<file path="src/rtl/router_psum.sv">
// router_psum: writes a PE's psum spad contents back to the psum GLB, optionally accumulating with stored values
module router_psum #(
    parameter int DATA_BITWIDTH      = 16,
    parameter int ADDR_BITWIDTH_GLB  = 10,
    parameter int ADDR_BITWIDTH_SPAD = 9,
    parameter int kernel_size        = 3,
    parameter int act_size           = 5,
    parameter int PSUM_SPAD_ADDR     = 0,
    parameter int PSUM_WRITE_ADDR    = 500
) (
    input  logic                          clk,
    input  logic                          reset,
    input  logic                          write_psum_ctrl,
    input  logic                          accum_en,
    output logic                          read_req_spad_psum,
    output logic [ADDR_BITWIDTH_SPAD-1:0] r_addr_spad_psum,
    input  logic [DATA_BITWIDTH-1:0]      r_data_spad_psum,
    output logic                          read_req_glb_psum,
    output logic [ADDR_BITWIDTH_GLB-1:0]  r_addr_glb_psum,
    input  logic [DATA_BITWIDTH-1:0]      r_data_glb_psum,
    output logic                          write_en_glb_psum,
    output logic [ADDR_BITWIDTH_GLB-1:0]  w_addr_glb_psum,
    output logic [DATA_BITWIDTH-1:0]      w_data_glb_psum,
    output logic                          busy,
    output logic                          done
);
    localparam int N  = (act_size - kernel_size + 1) ** 2;
    localparam int IW = N > 1 ? $clog2(N) : 1;
    typedef enum logic [2:0] {IDLE, RD_SPAD, CAP_SPAD, RD_GLB, ACCUM, WRITE, DONE} state_t;
    state_t                        state, nxt;
    logic [IW-1:0]                 idx, nxt_idx;
    logic                          accum;
    logic [DATA_BITWIDTH-1:0]      spad_val, nxt_data;
    logic [ADDR_BITWIDTH_SPAD-1:0] nxt_spad_addr;
    logic [ADDR_BITWIDTH_GLB-1:0]  nxt_glb_addr;
    // outputs are registered from the next state so they line up with the state they belong to
    always_ff @(posedge clk or negedge reset) begin
        if (!reset) begin
            state              <= IDLE;
            idx                <= '0;
            accum              <= 1'b0;
            spad_val           <= '0;
            read_req_spad_psum <= 1'b0;
            r_addr_spad_psum   <= '0;
            read_req_glb_psum  <= 1'b0;
            r_addr_glb_psum    <= '0;
            write_en_glb_psum  <= 1'b0;
            w_addr_glb_psum    <= '0;
            w_data_glb_psum    <= '0;
            busy               <= 1'b0;
            done               <= 1'b0;
        end else begin
            state <= nxt;
            idx   <= nxt_idx;
            if (state == IDLE && write_psum_ctrl) accum <= accum_en;
            if (state == CAP_SPAD) spad_val <= r_data_spad_psum;
            read_req_spad_psum <= nxt == RD_SPAD;
            if (nxt == RD_SPAD) r_addr_spad_psum <= nxt_spad_addr;
            read_req_glb_psum <= nxt == RD_GLB;
            if (nxt == RD_GLB) r_addr_glb_psum <= nxt_glb_addr;
            write_en_glb_psum <= nxt == WRITE;
            if (nxt == WRITE) begin
                w_addr_glb_psum <= nxt_glb_addr;
                w_data_glb_psum <= nxt_data;
            end
            busy <= nxt != IDLE && nxt != DONE;
            done <= nxt == DONE;
        end
    end
    always_comb begin
        nxt     = state;
        nxt_idx = idx;
        case (state)
            IDLE:     if (write_psum_ctrl) begin
                          nxt     = RD_SPAD;
                          nxt_idx = '0;
                      end
            RD_SPAD:  nxt = CAP_SPAD;
            CAP_SPAD: nxt = accum ? RD_GLB : WRITE;
            RD_GLB:   nxt = ACCUM;
            ACCUM:    nxt = WRITE;
            WRITE:    if (idx == IW'(N - 1)) nxt = DONE;
                      else begin
                          nxt     = RD_SPAD;
                          nxt_idx = idx + 1'b1;
                      end
            DONE:     nxt = IDLE;
            default:  nxt = IDLE;
        endcase
    end
    // the GLB read data is valid during ACCUM, so the sum goes straight into the write-data register
    always_comb begin
        nxt_spad_addr = ADDR_BITWIDTH_SPAD'(PSUM_SPAD_ADDR) + ADDR_BITWIDTH_SPAD'(nxt_idx);
        nxt_glb_addr  = ADDR_BITWIDTH_GLB'(PSUM_WRITE_ADDR) + ADDR_BITWIDTH_GLB'(nxt_idx);
        nxt_data      = state == ACCUM ? spad_val + r_data_glb_psum : r_data_spad_psum;
    end
endmodule

</file>
<file path="config.mk">
export PLATFORM = sky130hd
export DESIGN_NAME = router_psum
export DESIGN_NICKNAME = d
export VERILOG_FILES = /design/src/rtl/router_psum.sv
export SDC_FILE = /design/constraint.sdc
export NUM_CORES = 1
export LEC_CHECK = 0
export ABC_AREA = 0
export CORE_ASPECT_RATIO = 0.7
export CORE_MARGIN = 3
export CORE_UTILIZATION = 51
export CTS_BUF_LIST = sky130_fd_sc_hd__clkbuf_8
export DETAILED_ROUTE_END_ITERATION = 8
export PLACE_DENSITY_LB_ADDON = 0.15
export SKIP_CTS_REPAIR_TIMING = 1
export SYNTH_ARGS = -nofsm -noshare
export SYNTH_HDL_FRONTEND = slang
export SYNTH_SLANG_ARGS = --single-unit
</file>
<file path="constraint.sdc">
create_clock -name clk -period 2.5 [get_ports clk]
set_clock_uncertainty 0.05 [all_clocks]
set_input_delay 0.25 -clock clk [delete_from_list [all_inputs] [get_ports clk]]
set_output_delay 0.25 -clock clk [all_outputs]
set_load 0.05 [all_outputs]
</file>
==> flow_metrics.env, run 1 <==
export IMPL_status="completed"
export IMPL_wl_met2_mm=3.53
export IMPL_drtPass1Iterations=4
export IMPL_p_clk_share_pct=12.7
export IMPL_timing_rr_start="idx[0]"
export IMPL_power_density_nw_per_um2=1430
export IMPL_wl_met1_mm=3.83
export IMPL_instances_no_fill=482
export IMPL_grt_pass1_wl_mm=12.9
export IMPL_place_congestion=0.853
export IMPL_r2r_worst_path_cells=9
export IMPL_cp_arrival_ns=2.46
export IMPL_r2r_setup_slack_ns=0.22
export IMPL_grt_max_degree=33
export IMPL_drv_cap=0
export IMPL_irDropWorstVdd_v=0.00104
export IMPL_maxSlewViolCount=0
export IMPL_synth_top_area_cell="dfrtp_1"
export IMPL_min_period_ns=2.28
export IMPL_hpwl_mm=5.95
export IMPL_yosysSeqAreaShare_pct=45.7
export IMPL_final_setup_tns_ns=0
export IMPL_cp_startpoint="idx[0]"
export IMPL_port_buffers=80
export IMPL_dr_wl_met3_um=555
export IMPL_grt_setup_unrepaired="no"
export IMPL_maxUsedRoutingLayer="met4"
export IMPL_r2r_end="r_addr_glb_psum[3]"
export IMPL_dieArea_sq_um=7570
export IMPL_leakage_nw=1.97
export IMPL_hold_path_class="reg -> reg"
export IMPL_finalWirelength_mm=7.96
export IMPL_drive_gt1_share_pct=13.5
export IMPL_syn_inst=321
export IMPL_initial_core_util_pct=55.5
export IMPL_netlist_area_leader_share_pct=45.7
export IMPL_ys_async_sr_fraction_pct=100
export IMPL_die_y_um=73.7
export IMPL_post_drt_wl_per_cell_um=16.5
export IMPL_hold_start="w_addr_glb_psum[9]"
export IMPL_hold_viol=0
export IMPL_critPathKind="reg -> reg"
export IMPL_path_max_fanout=6
export IMPL_synth_flop_cell="dfrtp_1"
export IMPL_netlist_top_cells_area="dfrtp_1, mux2_2, ha_1, o21ai_0, nand2_1"
export IMPL_io_pins=86
export IMPL_place_inst=465
export IMPL_grtUsageTotal_pct=22.6
export IMPL_clk_pin_slew_ns=0.07
export IMPL_worst_skew_pair_late_latency_ns=0.34
export IMPL_startpoint_type="flip-flop"
export IMPL_grt_overflow=0
export IMPL_diodes=0
export IMPL_placed_cell_area_sq_um=4160
export IMPL_synth_edf_count=0
export IMPL_required_ns=2.68
export IMPL_crit_path_end_kind="flip-flop"
export IMPL_pwr_share_seq_pct=27.9
export IMPL_max_stage_delay_ns=0.44
export IMPL_cp_slowest_cell="dfrtp_1"
export IMPL_max_clock_freq_mhz=438
export IMPL_cts_sinks=61
export IMPL_grt_pass1_vias=2607
export IMPL_cts_buffers=9
export IMPL_nets=457
export IMPL_yosysWarnings=0
export IMPL_clock_path_buffers=2
export IMPL_synth_seq_cells=61
export IMPL_core_sq_um=6010
export IMPL_drtIter0Drc=130
export IMPL_setup_viol=0
export IMPL_route_detailed_drc=0
export IMPL_synth_distinct_cells=54
export IMPL_timing_final_crit_share_pct=91.4
export IMPL_final_area_sq_um=4350
export IMPL_power_switching_mw=2.94
export IMPL_cts_tree="yes"
export IMPL_sw_frac_of_total_pct=47.5
export IMPL_cts_htree_levels=3
export IMPL_power_mw=6.20
export IMPL_crit_end="r_addr_glb_psum[3]"
export IMPL_syn2layout_area_growth_pct=30.2
export IMPL_vias_per_cell=5.60
export IMPL_synth_area_sq_um=3340
export IMPL_rows=23
export IMPL_p_int_mw=3.26
export IMPL_avgSynthCellArea_sq_um=10.4
export IMPL_slew_headroom_pct=50.7
export IMPL_path_cells="inv_1 -> ha_1 -> nand3b_1 -> nand2_1 -> nor2_1 -> o21ai_0 -> o21ai_0 -> ha_1 -> mux2_2"
export IMPL_antenna_found_initial=0
export IMPL_vias=2701
export IMPL_worstMarginPinSlew_ns=0.739
export IMPL_cts_root_buf="clkbuf_8"
export IMPL_die_w_um=103
export IMPL_ant_nets=0
export IMPL_combPwrFrac_pct=59.4
final cells by class:
class,count,area [sq um]
Fill cell,447,1670
Multi-Input combinational cell,230,1620
Sequential cell,61,1530
Timing Repair Buffer,90,886
Clock buffer,11,151
Tap cell,75,93.8
Inverter,10,42.5
Clock inverter,5,26.3
power groups by stage:
stage / Clock (mW) / Sequential, mW / Combinational, mW
floorplan: 0 / 2.50 / 1.86
global placement: 0 / 1.72 / 3.57
detailed placement: 0 / 1.74 / 3.66
CTS: 0.805 / 1.72 / 3.68
global route: 0.859 / 1.78 / 3.95
finish: 0.787 / 1.73 / 3.68
through the flow:
| stage | hold WS [ns] | util [%] | setup WS (ns) |
|---|---|---|---|
| floorplan | -0.0956 | - | 0.429 |
| global placement | 0.298 | 69.1 | 0.0333 |
| detailed placement | 0.306 | 69.1 | -0.0399 |
| CTS | -0.0677 | 72.1 | 0.256 |
| global route | 0.465 | 72.3 | 0.0946 |
| finish | 0.431 | 72.3 | 0.216 |
synthesized netlist by cell type, types with 2 or more instances:
library cell,number
nand3_1,5
o21a_1,2
a21oi_1,21
o21ai_0,29
and2_1,2
a22oi_1,3
o21bai_1,2
clkbuf_1,3
nand2_1,32
a21o_1,6
xnor2_1,7
o22ai_1,2
a211oi_1,6
inv_1,8
ha_1,18
nor2_1,17
nand3b_1,3
dfrtp_1,61
buf_2,5
or2_1,3
nor4_1,3
buf_4,14
mux2_2,21
a31oi_1,3
mux2i_1,8
nor3_1,3
xor2_1,5
buf_6,2
and2_0,2
worst min path at each step:
stage / endpoint / slack (ns) / cells after the start
2_1_floorplan: accum / -0.1 / 0
3_3_place_gp: r_addr_spad_psum[2] / 0.30 / 1
3_5_place_dp: r_addr_spad_psum[1] / 0.31 / 1
4_1_cts: r_addr_spad_psum[1] / -0.07 / 1
5_1_grt: r_addr_spad_psum[0] / 0.46 / 1
6_report: w_addr_glb_psum[9] / 0.43 / 2
critical path, delay by kind of cell, from the launching register on:
kind	cells	cell delay [ns]
multiplexers	1	0.26
adder cells (fa/ha/maj)	2	0.52
AO/OA/AOI/OAI	2	0.38
buffers and inverters	1	0.08
AND/OR/NAND/NOR	3	0.44
flip-flops	1	0.44
logic make-up after synthesis:
| logic type | count (synthesis) | synth area share [%] |
|---|---|---|
| AND/OR/NAND/NOR | 80 | 12.1 |
| buffers and inverters | 34 | 6.18 |
| XOR/XNOR | 12 | 3.15 |
| multiplexers | 30 | 9.82 |
| adder cells (fa/ha/maj) | 19 | 7.35 |
| flip-flops | 61 | 45.7 |
| other | 1 | 0.112 |
| AO/OA/AOI/OAI | 84 | 15.6 |
state kept, by name, indices dropped and copies added (netlist names):
register,flops
state,3
spad_val,16
w_data_glb_psum,16
read_req_spad_psum,1
accum,1
idx,4
r_addr_glb_psum,6
r_addr_spad_psum,4
w_addr_glb_psum,6
done,1
write_en_glb_psum,1
read_req_glb_psum,1
busy,1
cells in the final DEF (no fill, tap or decap), types with 2 or more instances in the layout:
master           count
o21a_1               2
clkinv_2             3
nand3_1              5
a31oi_1              3
or2_1                3
nand2_1             32
a21o_1               6
a21oi_1             21
a22oi_1              3
clkbuf_8            11
xnor2_1              7
nor4_1               3
xor2_1               5
a211oi_1             6
o21bai_1             2
nor2_1              17
o21ai_0             29
buf_4                8
o22ai_1              2
and2_1               2
mux2i_1              8
nor3_1               3
mux2_2              21
inv_1                9
conb_1               5
ha_1                18
dfrtp_1             61
nand3b_1             3
and2_0               2
clkdlybuf4s50_1     79
per-layer routing:
layer / vias to the layer above / track usage [%]
met2: 92 / 33.3
met3: 6 / 7.21
met1: 1314 / 32.3
li1: 1289 / -
met5: - / 0
met4: 0 / 5.53
No activity file was read; power rests on OpenSTA's default activity.
==> run 2: changes to the inputs <==
--- a/config.mk
+++ b/config.mk
@@ -11,6 +11,7 @@
 export CORE_UTILIZATION = 51
 export CTS_BUF_LIST = sky130_fd_sc_hd__clkbuf_8
 export DETAILED_ROUTE_END_ITERATION = 8
+export HOLD_SLACK_MARGIN = 0.05
 export PLACE_DENSITY_LB_ADDON = 0.15
 export SKIP_CTS_REPAIR_TIMING = 1
 export SYNTH_ARGS = -nofsm -noshare
==> results of run 2 <==
Same layout as run 1: the final DEF is identical, and so are final timing and power.
==> run 3: changes to the inputs <==
--- a/config.mk
+++ b/config.mk
@@ -6,9 +6,11 @@
 export NUM_CORES = 1
 export LEC_CHECK = 0
 export ABC_AREA = 0
+export CELL_PAD_IN_SITES_DETAIL_PLACEMENT = 2
+export CELL_PAD_IN_SITES_GLOBAL_PLACEMENT = 2
 export CORE_ASPECT_RATIO = 0.7
 export CORE_MARGIN = 3
-export CORE_UTILIZATION = 51
+export CORE_UTILIZATION = 31
 export CTS_BUF_LIST = sky130_fd_sc_hd__clkbuf_8
 export DETAILED_ROUTE_END_ITERATION = 8
 export HOLD_SLACK_MARGIN = 0.05
==> flow_metrics.env, run 3 (synthesized netlist as in run 1, its figures left out) <==
export IMPL_layout_common_cells="clkdlybuf4s50_1, dfrtp_1, nand2_1, o21ai_0"
export IMPL_port_buffers=80
export IMPL_slew_headroom_pct=54.8
export IMPL_r2r_worst_path_cells=8
export IMPL_syn2layout_area_growth_pct=35.3
export IMPL_cts_root_buf="clkbuf_8"
export IMPL_startpoint_type="flip-flop"
export IMPL_rows=31
export IMPL_status="completed"
export IMPL_timing_rr_start="spad_val[0]"
export IMPL_post_drt_wl_per_cell_um=18.8
export IMPL_cp_arrival_ns=2.44
export IMPL_grtUsageTotal_pct=17.9
export IMPL_finalWirelength_mm=10.3
export IMPL_setup_viol=0
export IMPL_worst_skew_pair_late_latency_ns=0.35
export IMPL_max_stage_delay_ns=0.39
export IMPL_grt_overflow=0
export IMPL_clk_pin_slew_ns=0.08
export IMPL_irDropWorstVdd_v=0.000561
export IMPL_r2r_setup_slack_ns=0.22
export IMPL_critPathKind="reg -> reg"
export IMPL_vias=2748
export IMPL_timing_final_crit_share_pct=91.0
export IMPL_max_clock_freq_mhz=440
export IMPL_leakage_nw=2.02
export IMPL_min_period_ns=2.28
export IMPL_die_y_um=92.8
export IMPL_path_cells="ha_1 -> buf_4 -> a211oi_1 -> nor4_1 -> or2_1 -> a21o_1 -> a2111oi_2 -> nor3_1"
export IMPL_cp_num_cells=8
export IMPL_crit_path_end_kind="flip-flop"
export IMPL_route_detailed_drc=0
export IMPL_grt_pass1_vias=3053
export IMPL_cp_slowest_cell="dfrtp_1"
export IMPL_die_w_um=130
export IMPL_cts_buffers=9
export IMPL_cts_sinks=61
export IMPL_path_max_fanout=3
export IMPL_hpwl_mm=7.59
export IMPL_maxSlewViolCount=0
export IMPL_cts_htree_levels=3
export IMPL_required_ns=2.67
export IMPL_layout_commonest_cell="clkdlybuf4s50_1"
export IMPL_worstMarginPinSlew_ns=0.678
export IMPL_nets=463
export IMPL_ant_nets=0
export IMPL_grt_pass1_wl_mm=16.6
export IMPL_reg_top3="spad_val x16, w_data_glb_psum x16"
export IMPL_r2r_end="w_data_glb_psum[9]"
export IMPL_grt_max_degree=37
export IMPL_grt_setup_unrepaired="no"
export IMPL_power_density_nw_per_um2=1460
export IMPL_place_congestion=0.783
export IMPL_drive_gt1_share_pct=15.0
export IMPL_timing_final_ws_setup_ns=0.225
export IMPL_core_sq_um=10400
export IMPL_io_pins=86
export IMPL_cts_tree="yes"
export IMPL_dieArea_sq_um=12100
export IMPL_initial_core_util_pct=32.0
export IMPL_hold_viol=0
export IMPL_antenna_found_initial=0
export IMPL_diodes=0
export IMPL_cp_startpoint="spad_val[0]"
export IMPL_crit_end="w_data_glb_psum[9]"
export IMPL_critPathBufInv=1
export IMPL_drv_cap=0
export IMPL_clock_path_buffers=2
export IMPL_dp_slack_ns=-0.159
export IMPL_vias_per_cell=5.04
export IMPL_drtPass1Iterations=4
export IMPL_final_setup_tns_ns=0
export IMPL_crit_family="compound AO/OA/AOI/OAI gates"
export IMPL_drtIter0Drc=76
export IMPL_hold_path_class="in -> async"
export IMPL_fin_util_pct=43.3
-- run 3: changes by cell type in the layout (fill, tap and decap cells not counted) --
cell,previous run,this run
buf_4,8,14
clkinv_2,3,0
bufinv_16,0,2
a211oi_1,6,5
a211oi_2,1,2
clkbuf_8,11,10
clkinv_4,1,2
clkinvlp_4,1,2
-- run 3: worst min path at each step --
stage	from	endpoint	slack [ns]
2_1_floorplan	reset	accum	-0.1
3_3_place_gp	reset	spad_val[12]	0.27
3_5_place_dp	reset	spad_val[12]	0.28
4_1_cts	reset	w_data_glb_psum[4]	-0.10
5_1_grt	reset	w_data_glb_psum[4]	0.48
6_report	reset	spad_val[10]	0.42
-- run 3: cell type report --
cell class | count | area (sq um)
repair buffers | 96 | 931
well taps | 132 | 165
flip-flops and latches | 61 | 1530
clock inverters | 6 | 87.6
clock buffers | 10 | 138
inverters | 10 | 42.5
multi-input cells | 230 | 1630
fillers | 1120 | 5920
-- run 3: power breakdown --
part,switching [mW],total (mW),internal (mW)
clock,0.426,1.01,0.586
combinational,2.35,3.83,1.48
sequential,0.326,1.75,1.42
total,3.10,6.59,3.49
-- run 3: per-stage QoR --
stage          std cells  area, sq um  hold WS (ns)  power (mW)
6_report             545         4520         0.417        6.59
5_1_grt              545         4520         0.477        7.07
4_1_cts              544         4500        -0.103        6.67
3_5_place_dp         528         4280         0.282        5.59
3_3_place_gp         528         4280         0.274        5.45
2_1_floorplan        325         3350       -0.0956        4.36
-- run 3: per-layer routing --
layer  wire length, um  part of all wire, %  vias to the layer above  track usage [%]
met2              4690                   46                       64             27.8
met3               456                  4.4                       10             5.07
met5                 0                    0                        -                0
met1              5000                   49                     1376             24.9
li1                  -                    -                     1298                -
met4                99                 0.97                        0             3.63
-- run 3: worst reg2reg max path, cell delays in order (launching register included) --
cell and delay [ns]:
dfrtp_1 0.39, ha_1 0.20, buf_4 0.14, a211oi_1 0.24, nor4_1 0.10, or2_1 0.31
a21o_1 0.24, a2111oi_2 0.37, nor3_1 0.11
